### config.mk
export PLATFORM = sky130hd
export DESIGN_NAME = fifo_rd_packer
export DESIGN_NICKNAME = d
export VERILOG_FILES = /design/src/rtl/fifo_pack_pkg.sv /design/src/rtl/fifo_pack_tmo.sv /design/src/rtl/fifo_rd_packer.sv
export SDC_FILE = /design/constraint.sdc
export NUM_CORES = 1
export LEC_CHECK = 0
export CORE_MARGIN = 2
export CORE_UTILIZATION = 40
export DETAILED_ROUTE_END_ITERATION = 7
export PLACE_DENSITY_LB_ADDON = 0.3
export RECOVER_POWER = 50
export SKIP_LAST_GASP = 1
export SYNTH_ARGS = -nofsm -noshare
export SYNTH_HDL_FRONTEND = slang
export SYNTH_SLANG_ARGS = --single-unit
### constraint.sdc
create_clock -name rdclk -period 1.9 [get_ports rdclk]
set_input_delay 0.285 -clock rdclk [delete_from_list [all_inputs] [get_ports rdclk]]
set_output_delay 0.285 -clock rdclk [all_outputs]
set_load 0.05 [all_outputs]
### src/rtl/fifo_pack_pkg.sv
// fifo_pack_pkg
//   Types and constants shared by the FIFO read-side packer and its idle timer.
//   Contents:
//     pack_state_t  packer state (FILL, HOLD)
//     lane_w()      lane index width for a given lane count
//     KEEP_RST_BIT  reset value of each bit of the keep mask
package fifo_pack_pkg;

  typedef enum logic {
    FILL = 1'b0,
    HOLD = 1'b1
  } pack_state_t;

  // Never return 0 so a lane index is always at least 1 bit wide.
  function automatic int lane_w(input int lanes);
    return (lanes > 1) ? $clog2(lanes) : 1;
  endfunction

  localparam logic KEEP_RST_BIT = 1'b0;

endpackage

### src/rtl/fifo_pack_tmo.sv
// fifo_pack_tmo
//   Idle counter that flushes a partially packed word. It counts cycles in
//   which run=1 and raises expire once the count reaches TMO. It then holds
//   that count until clr.
//   Ports:
//     rdclk   in   read-domain clock
//     rdrst   in   synchronous active-high reset
//     clr     in   clear the count (takes priority over run)
//     run     in   advance the count by one
//     expire  out  count has reached TMO
module fifo_pack_tmo #(
  parameter int TMO = 16
) (
  input  logic rdclk,
  input  logic rdrst,
  input  logic clr,
  input  logic run,
  output logic expire
);

  localparam int CW = $clog2(TMO + 1);
  localparam logic [CW-1:0] TC  = CW'(TMO);
  localparam logic [CW-1:0] ONE = CW'(1);

  logic [CW-1:0] cnt_q;

  always_ff @(posedge rdclk) begin
    if (rdrst || clr) begin
      cnt_q <= '0;
    end else if (run && !expire) begin
      cnt_q <= cnt_q + ONE;
    end
  end

  assign expire = (cnt_q == TC);

endmodule

### src/rtl/fifo_rd_packer.sv
// fifo_rd_packer
//   Read-side packer behind a first-word-fall-through async FIFO. It pops
//   LANES consecutive entries and packs them little-endian into one word
//   (lane 0 = first entry). It then presents the word with valid/ready.
//   Optional macro FIFO_PACK_TIMEOUT_EN: after TMO idle cycles, a partial
//   word is flushed with a partial keep mask.
//   Ports:
//     rdclk       in   read-domain clock
//     rdrst       in   synchronous active-high reset
//     fifo_empty  in   FIFO empty flag
//     fifo_data   in   FIFO head entry (valid when fifo_empty=0)
//     fifo_pop    out  pop strobe (combinational)
//     out_valid   out  packed word available
//     out_ready   in   downstream accepts the word
//     out_data    out  packed word, lane 0 at [WIDTH-1:0]
//     out_keep    out  per-lane valid mask
module fifo_rd_packer
  import fifo_pack_pkg::*;
#(
  parameter int WIDTH = 8,
  parameter int LANES = 4,
  parameter int TMO   = 16
) (
  input  logic                   rdclk,
  input  logic                   rdrst,
  input  logic                   fifo_empty,
  input  logic [WIDTH-1:0]       fifo_data,
  output logic                   fifo_pop,
  output logic                   out_valid,
  input  logic                   out_ready,
  output logic [WIDTH*LANES-1:0] out_data,
  output logic [LANES-1:0]       out_keep
);

  // state | meaning
  // FILL  | popping entries into lanes idx..LANES-1
  // HOLD  | word presented, waiting for out_ready

  localparam int IW = lane_w(LANES);
  localparam logic [IW-1:0] LAST = IW'(LANES - 1);
  localparam logic [IW-1:0] ONE  = IW'(1);

  if (LANES < 2) begin : g_bad_lanes
    $error("fifo_rd_packer: LANES must be >= 2");
  end
  if (TMO < 1) begin : g_bad_tmo
    $error("fifo_rd_packer: TMO must be >= 1");
  end

  pack_state_t            state_q, state_d;
  logic [IW-1:0]          idx_q, idx_d;
  logic [WIDTH*LANES-1:0] data_q, data_d;
  logic [LANES-1:0]       keep_q, keep_d;
  logic                   tmo_fire;

`ifdef FIFO_PACK_TIMEOUT_EN
  logic tmo_clr;
  logic tmo_run;
  logic tmo_expire;

  // Holding the counter clear throughout HOLD leaves it at zero on FILL entry.
  assign tmo_clr = fifo_pop || (state_q == HOLD);
  assign tmo_run = (state_q == FILL) && (idx_q != '0) && fifo_empty;

  fifo_pack_tmo #(
    .TMO(TMO)
  ) u_tmo (
    .rdclk (rdclk),
    .rdrst (rdrst),
    .clr   (tmo_clr),
    .run   (tmo_run),
    .expire(tmo_expire)
  );

  assign tmo_fire = tmo_expire && (idx_q != '0);
`else
  assign tmo_fire = 1'b0;
`endif

  always_ff @(posedge rdclk) begin
    if (rdrst) begin
      state_q <= FILL;
      idx_q   <= '0;
      data_q  <= '0;
      keep_q  <= {LANES{KEEP_RST_BIT}};
    end else begin
      state_q <= state_d;
      idx_q   <= idx_d;
      data_q  <= data_d;
      keep_q  <= keep_d;
    end
  end

  always_comb begin
    fifo_pop = 1'b0;
    if (!rdrst) begin
      case (state_q)
        FILL:    fifo_pop = !fifo_empty;
        HOLD:    fifo_pop = !fifo_empty && out_ready;
        default: fifo_pop = 1'b0;
      endcase
    end
  end

  always_comb begin
    state_d = state_q;
    idx_d   = idx_q;
    data_d  = data_q;
    keep_d  = keep_q;
    case (state_q)
      FILL: begin
        if (fifo_pop) begin
          data_d[idx_q*WIDTH +: WIDTH] = fifo_data;
          keep_d[idx_q]                = 1'b1;
          if (idx_q == LAST) begin
            state_d = HOLD;
            idx_d   = '0;
          end else begin
            idx_d = idx_q + ONE;
          end
        end else if (tmo_fire) begin
          state_d = HOLD;
          idx_d   = '0;
        end
      end
      HOLD: begin
        if (out_ready) begin
          state_d = FILL;
          data_d  = '0;
          keep_d  = '0;
          idx_d   = '0;
          // Popping into lane 0 during the handoff avoids a bubble between words.
          if (fifo_pop) begin
            data_d[WIDTH-1:0] = fifo_data;
            keep_d[0]         = 1'b1;
            idx_d             = ONE;
          end
        end
      end
      default: begin
        state_d = FILL;
        idx_d   = '0;
      end
    endcase
  end

  assign out_valid = (state_q == HOLD);
  assign out_data  = data_q;
  assign out_keep  = keep_q;

endmodule

==> flow_metrics.py, run 1 <==
metrics = {
    "status": {
        "status": "finished clean",
    },
    "power_and_ir_drop": {
        "powerDensity_nw_per_um2": 714,
        "p_leak_nw": 0.958,
        "max-vdd-ir-drop_mv": 0.369,
    },
    "clocking": {
        "cts_setup_buffers": 0,
        "cts_buffer_depth": 2,
        "path_clk_slew_ps": 80,
        "cts-resized-gates": 0,
        "numCtsBuffers": 5,
        "holdBufCountCts": 0,
        "cts.sinks": 39,
        "tritoncts": "built",
        "root_buffer": "clkbuf_8",
        "htree_levels": 2,
        "clkLatencyLatePin_ps": 300,
    },
    "worst_setup_path": {
        "worst_setup_path_start_kind": "register",
        "required_ps": 1620,
        "path_buf_inv": 1,
        "max_stage_delay_ps": 870,
        "setup.worst_path.end_class": "output pin",
        "r2r_slack_ps": 170,
        "r2r_cells": 5,
        "crit_fanout": 2,
        "cpLargestDelayFamily": "buffers and inverters",
        "critPathArrivalTime_ps": 1500,
        "crit_type": "register to output pin",
        "reg2reg_to": "out_data[2]",
        "r2r-start": "idx_q[1]",
        "crit_slowest_cell": "dlygate4sd3_1",
        "cp_cell_sequence": "dlygate4sd3_1",
    },
    "final_layout": {
        "areaGrowthSynthToFinish_pct": 37.9,
        "fin_area_um2": 2740,
        "final_nets": 280,
        "drive_gt1_share_pct": 15.3,
        "final_util_pct": 57.7,
        "antennaDiodeCount": 0,
    },
    "drt": {
        "remaining_drc_errors": 0,
        "via_per_inst": 5.18,
        "antenna_left": 0,
        "dr.pass1.iters": 4,
        "drtIter0Drc": 86,
        "wl_met3_um": 235,
        "drt_wl_total_um": 4560,
        "num_vias": 1698,
        "highest_layer": "met4",
        "routedWlPerCell_um": 13.9,
        "wl_met2_um": 2040,
        "wl_met1_um": 2200,
    },
    "min_path": {
        "hp-class": "register to register",
        "min_to": "out_keep[0]",
        "min_from": "out_keep[0]",
        "holdPathStages": 2,
    },
    "yosys": {
        "syn_inst": 206,
        "synth_edf_count": 0,
        "synth_area_leaders": "dfxtp_1 39%, o2111ai_1 8.8%, nand2b_1 8.5%, ha_1 5.0%, o21ai_0 4.8%",
        "async_flop_share_pct": 0,
        "yosysUniqueCellTypes": 36,
        "synthesis.nets": 226,
        "synthTopCellsByCount": "39 x dfxtp_1, 27 x nand2b_1, 20 x o2111ai_1, 19 x o21ai_0, 10 x inv_1",
        "ys.warnings.count": 0,
        "syn_area_um2": 1990,
        "ys_ff_latch": 39,
        "yosysTopAreaCell": "dfxtp_1",
        "ys_seq_area_share_pct": 39.3,
        "synth-main-ff-cell": "dfxtp_1",
        "syn_area_per_cell_um2": 9.65,
        "yosys.area.top_type_share_pct": 39.3,
        "synth.most_common_cell": "dfxtp_1",
    },
    "timing": {
        "worst_pin_slew_ps": 607,
        "drv_slew": 0,
        "min_period_ps": 1780,
        "finalClockSkew_ps": 12.0,
        "hold_violations": 0,
        "fmax_mhz": 561,
        "grt_setup_unrepaired": "no",
        "slew-limit-headroom_pct": 59.7,
        "hold_slack_ps": 449,
        "post-route-period-util_pct": 93.8,
        "setup_viol": 0,
        "tns_ps": 0,
    },
    "placement": {
        "portBuffers": 49,
        "gp_routability_congestion": 0.785,
        "post-dp-hpwl_um": 3290,
        "place_area_um2": 2650,
    },
    "global_route": {
        "grt_pass1_wl_um": 7460,
        "gr-total-overflow": 0,
        "grt_pass1_vias": 1552,
        "grt_max_degree": 34,
        "antenna_found_initial": 0,
        "grt_usage_pct": 17.8,
    },
    "floorplanning": {
        "fp.dieW_um": 74.5,
        "rows": 25,
        "ios": 50,
        "die_h_um": 74.5,
        "fp.dieArea_um2": 5550,
        "start_util_pct": 41.8,
        "core_um2": 4750,
    },
    "job": {
        "drv_cap": 0,
    },
}
[cell type report]
| cell class | instances | area [um2] |
|---|---|---|
| Tap cell | 67 | 83.8 |
| Inverter | 10 | 37.5 |
| Clock buffer | 5 | 68.8 |
| Sequential cell | 39 | 781 |
| Multi-Input combinational cell | 138 | 1050 |
| Clock inverter | 3 | 67.6 |
| Timing Repair Buffer | 66 | 652 |
| Fill cell | 452 | 2010 |
[cells in the final DEF, fill, tap and decap left out, types with 2 or more instances in the layout]
| master | Yosys | final |
|---|---|---|
| dlygate4sd3_1 | 0 | 11 |
| clkbuf_8 | 0 | 5 |
| nand2b_1 | 27 | 27 |
| nand2_1 | 5 | 5 |
| o32ai_1 | 8 | 8 |
| nor2b_1 | 3 | 3 |
| clkbuf_1 | 7 | 3 |
| nor2_1 | 5 | 5 |
| clkdlybuf4s50_1 | 0 | 36 |
| buf_12 | 0 | 4 |
| a21oi_1 | 5 | 5 |
| nand4b_1 | 4 | 4 |
| o2111ai_1 | 20 | 20 |
| o21ai_0 | 19 | 21 |
| dfxtp_1 | 39 | 39 |
| ha_1 | 8 | 8 |
| mux2i_1 | 4 | 4 |
| bufinv_16 | 0 | 2 |
| nor4b_2 | 1 | 3 |
| or2_2 | 2 | 2 |
| o21ai_2 | 8 | 7 |
| buf_4 | 4 | 12 |
| inv_1 | 10 | 10 |
| a22oi_1 | 2 | 2 |
[routing by layer]
metal  GRT usage [%]  vias to the layer above
met1            24.1                      783
met3            5.28                        9
li1                -                      855
met2            26.6                       51
met5               0                        -
met4            7.14                        0
[how the worst max path moves through the flow]
stage / depth (start not counted) / slack, ps / endpoint / from
after floorplan: 6 / 110 / out_data[16] / out_valid
after global placement: 5 / 60 / out_data[14] / rdrst
after detailed placement: 5 / 30 / out_data[4] / fifo_empty
after CTS: 1 / 140 / out_data[9] / out_data[9]
after global routing: 5 / 3 / out_data[7] / idx_q[1]
final: 1 / 120 / out_data[16] / out_data[16]
[state kept, by name, indices dropped and copies added (netlist names)]
| register | cells |
|---|---|
| out_data | 32 |
| out_keep | 4 |
| idx_q | 2 |
| out_valid | 1 |
[cells by family after synthesis]
| kind of cell | after synthesis | share of synthesized area [%] |
|---|---|---|
| buffers and inverters | 29 | 7.30 |
| AO/OA/AOI/OAI | 68 | 25.0 |
| AND/OR/NAND/NOR | 58 | 21.4 |
| flip-flops | 39 | 39.3 |
| multiplexers | 4 | 2.01 |
| adder cells (fa/ha/maj) | 8 | 5.03 |
[worst reg2reg max path, cell delays in order (launching register included)]
cell     delay (ps)
dfxtp_1         430
inv_1           130
ha_1            270
nor4b_2         190
or2_0           340
o32ai_1         270
[where the power goes]
group / switching (mW) / internal (mW)
combinational: 0.174 / 0.118
clock: 0.301 / 0.524
sequential: 0.00934 / 0.833
total: 0.485 / 1.47
[stage by stage]
stage | power, mW | setup WS (ps) | std cells
global route | 2.04 | 3.18 | 328
global placement | 1.16 | 58.1 | 320
floorplan | 1.05 | 115 | 206
detailed placement | 1.16 | 34.0 | 320
CTS | 1.98 | 135 | 328
finish | 1.96 | 117 | 328
Power figures use the tool's default switching activity.
==> run 2: changes to the inputs <==
- TNS_END_PERCENT: default -> 30
- clock period: 1.9 -> 2.01 ns (I/O delays scaled with it)
==> run 2 against run 1 <==
Clock power decreased by 18%. Cell count decreased by 0.91%. Worst setup slack improved by 3.1 ps. Combinational power decreased by 6.8%. Critical path type is now primary input to output pin. Critical endpoint is now fifo_pop. Largest cell class unchanged.
==> flow_metrics.py, run 2 (same netlist as run 1, synthesis figures left out) <==
metrics = {
    "floorplanning": {
        "fp.dieW_um": 74.5,
        "start_util_pct": 41.8,
        "core_um2": 4750,
        "ios": 50,
        "fp.dieArea_um2": 5550,
        "rows": 25,
        "die_h_um": 74.5,
    },
    "clocking": {
        "cts_buffer_depth": 2,
        "cts_setup_buffers": 0,
        "holdBufCountCts": 0,
        "htree_levels": 2,
        "tritoncts": "built",
        "path_clk_slew_ps": 70,
        "numCtsBuffers": 5,
        "cts-resized-gates": 0,
        "cts.sinks": 39,
        "clkLatencyLatePin_ps": 300,
        "root_buffer": "clkbuf_8",
    },
    "power_and_ir_drop": {
        "max-vdd-ir-drop_mv": 0.443,
        "p_leak_nw": 0.993,
        "powerDensity_nw_per_um2": 646,
    },
    "global_route": {
        "grt_use_met2_pct": 26.2,
        "grt.met3_usage_pct": 4.88,
        "grt_pass1_wl_um": 7340,
        "grt_max_degree": 34,
        "use_met1_pct": 24.2,
        "grt_pass1_vias": 1490,
        "busiest_layer": "met2",
        "antenna_found_initial": 0,
        "gr-total-overflow": 0,
        "grt_usage_pct": 17.4,
    },
    "drt": {
        "drt_wl_total_um": 4530,
        "routedWlPerCell_um": 13.9,
        "remaining_drc_errors": 0,
        "antenna_left": 0,
        "num_vias": 1654,
        "drtIter0Drc": 141,
        "via_per_inst": 5.09,
        "dr.pass1.iters": 4,
    },
    "final_layout": {
        "final_nets": 277,
        "fillers": 453,
        "antennaDiodeCount": 0,
        "final_common_cell": "dfxtp_1",
        "largest_reg_flops": 32,
        "layout_common_cells": "39 x dfxtp_1, 27 x nand2b_1, 25 x dlygate4sd3_1",
        "final_util_pct": 56.9,
        "drive_gt1_share_pct": 15.1,
        "areaGrowthSynthToFinish_pct": 36.2,
    },
    "timing": {
        "grt_setup_unrepaired": "no",
        "tns_ps": 0,
        "slew-limit-headroom_pct": 59.4,
        "min_period_ps": 1890,
        "finalClockSkew_ps": 8.21,
        "setup_viol": 0,
        "post-route-period-util_pct": 94.0,
        "hold_violations": 0,
        "fmax_mhz": 529,
        "worst_pin_slew_ps": 612,
        "drv_slew": 0,
    },
    "status": {
        "status": "finished clean",
    },
    "worst_setup_path": {
        "required_ps": 1710,
        "crit_type": "primary input to output pin",
        "worst_setup_path_start_kind": "primary input",
        "critPathArrivalTime_ps": 1590,
        "crit_fanout": 6,
        "setup.worst_path.end_class": "output pin",
    },
    "placement": {
        "post-dp-hpwl_um": 3270,
        "portBuffers": 49,
        "gp_routability_congestion": 0.749,
    },
    "job": {
        "drv_cap": 0,
    },
    "min_path": {
        "hp-class": "register to register",
    },
}
[run 2: area by class of cell]
cell class,count,area [um2],area share (%)
Multi-Input combinational cell,138,1070,39.4
Sequential cell,39,781,28.8
Timing Repair Buffer,63,621,22.9
Tap cell,67,83.8,3.10
Clock buffer,6,82.6,3.05
Inverter,10,37.5,1.39
Clock inverter,2,35.0,1.29
[run 2: path summary, 6_finish.rpt]
path	startpoint	slack, ps	to	depth (start not counted)
setup / recovery	fifo_empty	120	fifo_pop	4
hold / removal	out_keep[0]	450	out_keep[0]	2
setup reg to reg	idx_q[1]	200	out_data[26]	5
hold reg to reg	out_keep[0]	450	out_keep[0]	2
[run 2: power by group]
part           total [mW]  internal [mW]  leakage [nW]  switching (mW)
combinational       0.272          0.107         0.616           0.165
clock               0.679          0.402        0.0612           0.277
sequential          0.797          0.788         0.315         0.00943
total                1.75           1.30         0.993           0.452
[run 2: stage by stage]
stage                     cell area (um2)  hold WS, ps  std cells  power, mW  setup slack, ps
after floorplan                      1990          454        206      0.993             66.5
after global placement               2610          446        317       1.09              143
after detailed placement             2610          449        317       1.09              112
after CTS                            2730          458        325       1.77              176
after global routing                 2710          482        325       1.82             11.6
final                                2710          451        325       1.75              120
[run 2: critical path, stage by stage]
cell           delay [ps]
dlygate4sd3_1         640
clkbuf_1              200
nor3_2                270
buf_12                170
[run 2: per-layer routing]
metal  part of all wire (%)  vias up  wire length (um)
li1                       -      852                 -
met1                     49      748              2230
met2                     44       47              2010
met3                    5.2        7               237
met4                    1.1        0                51
met5                      0        -                 0
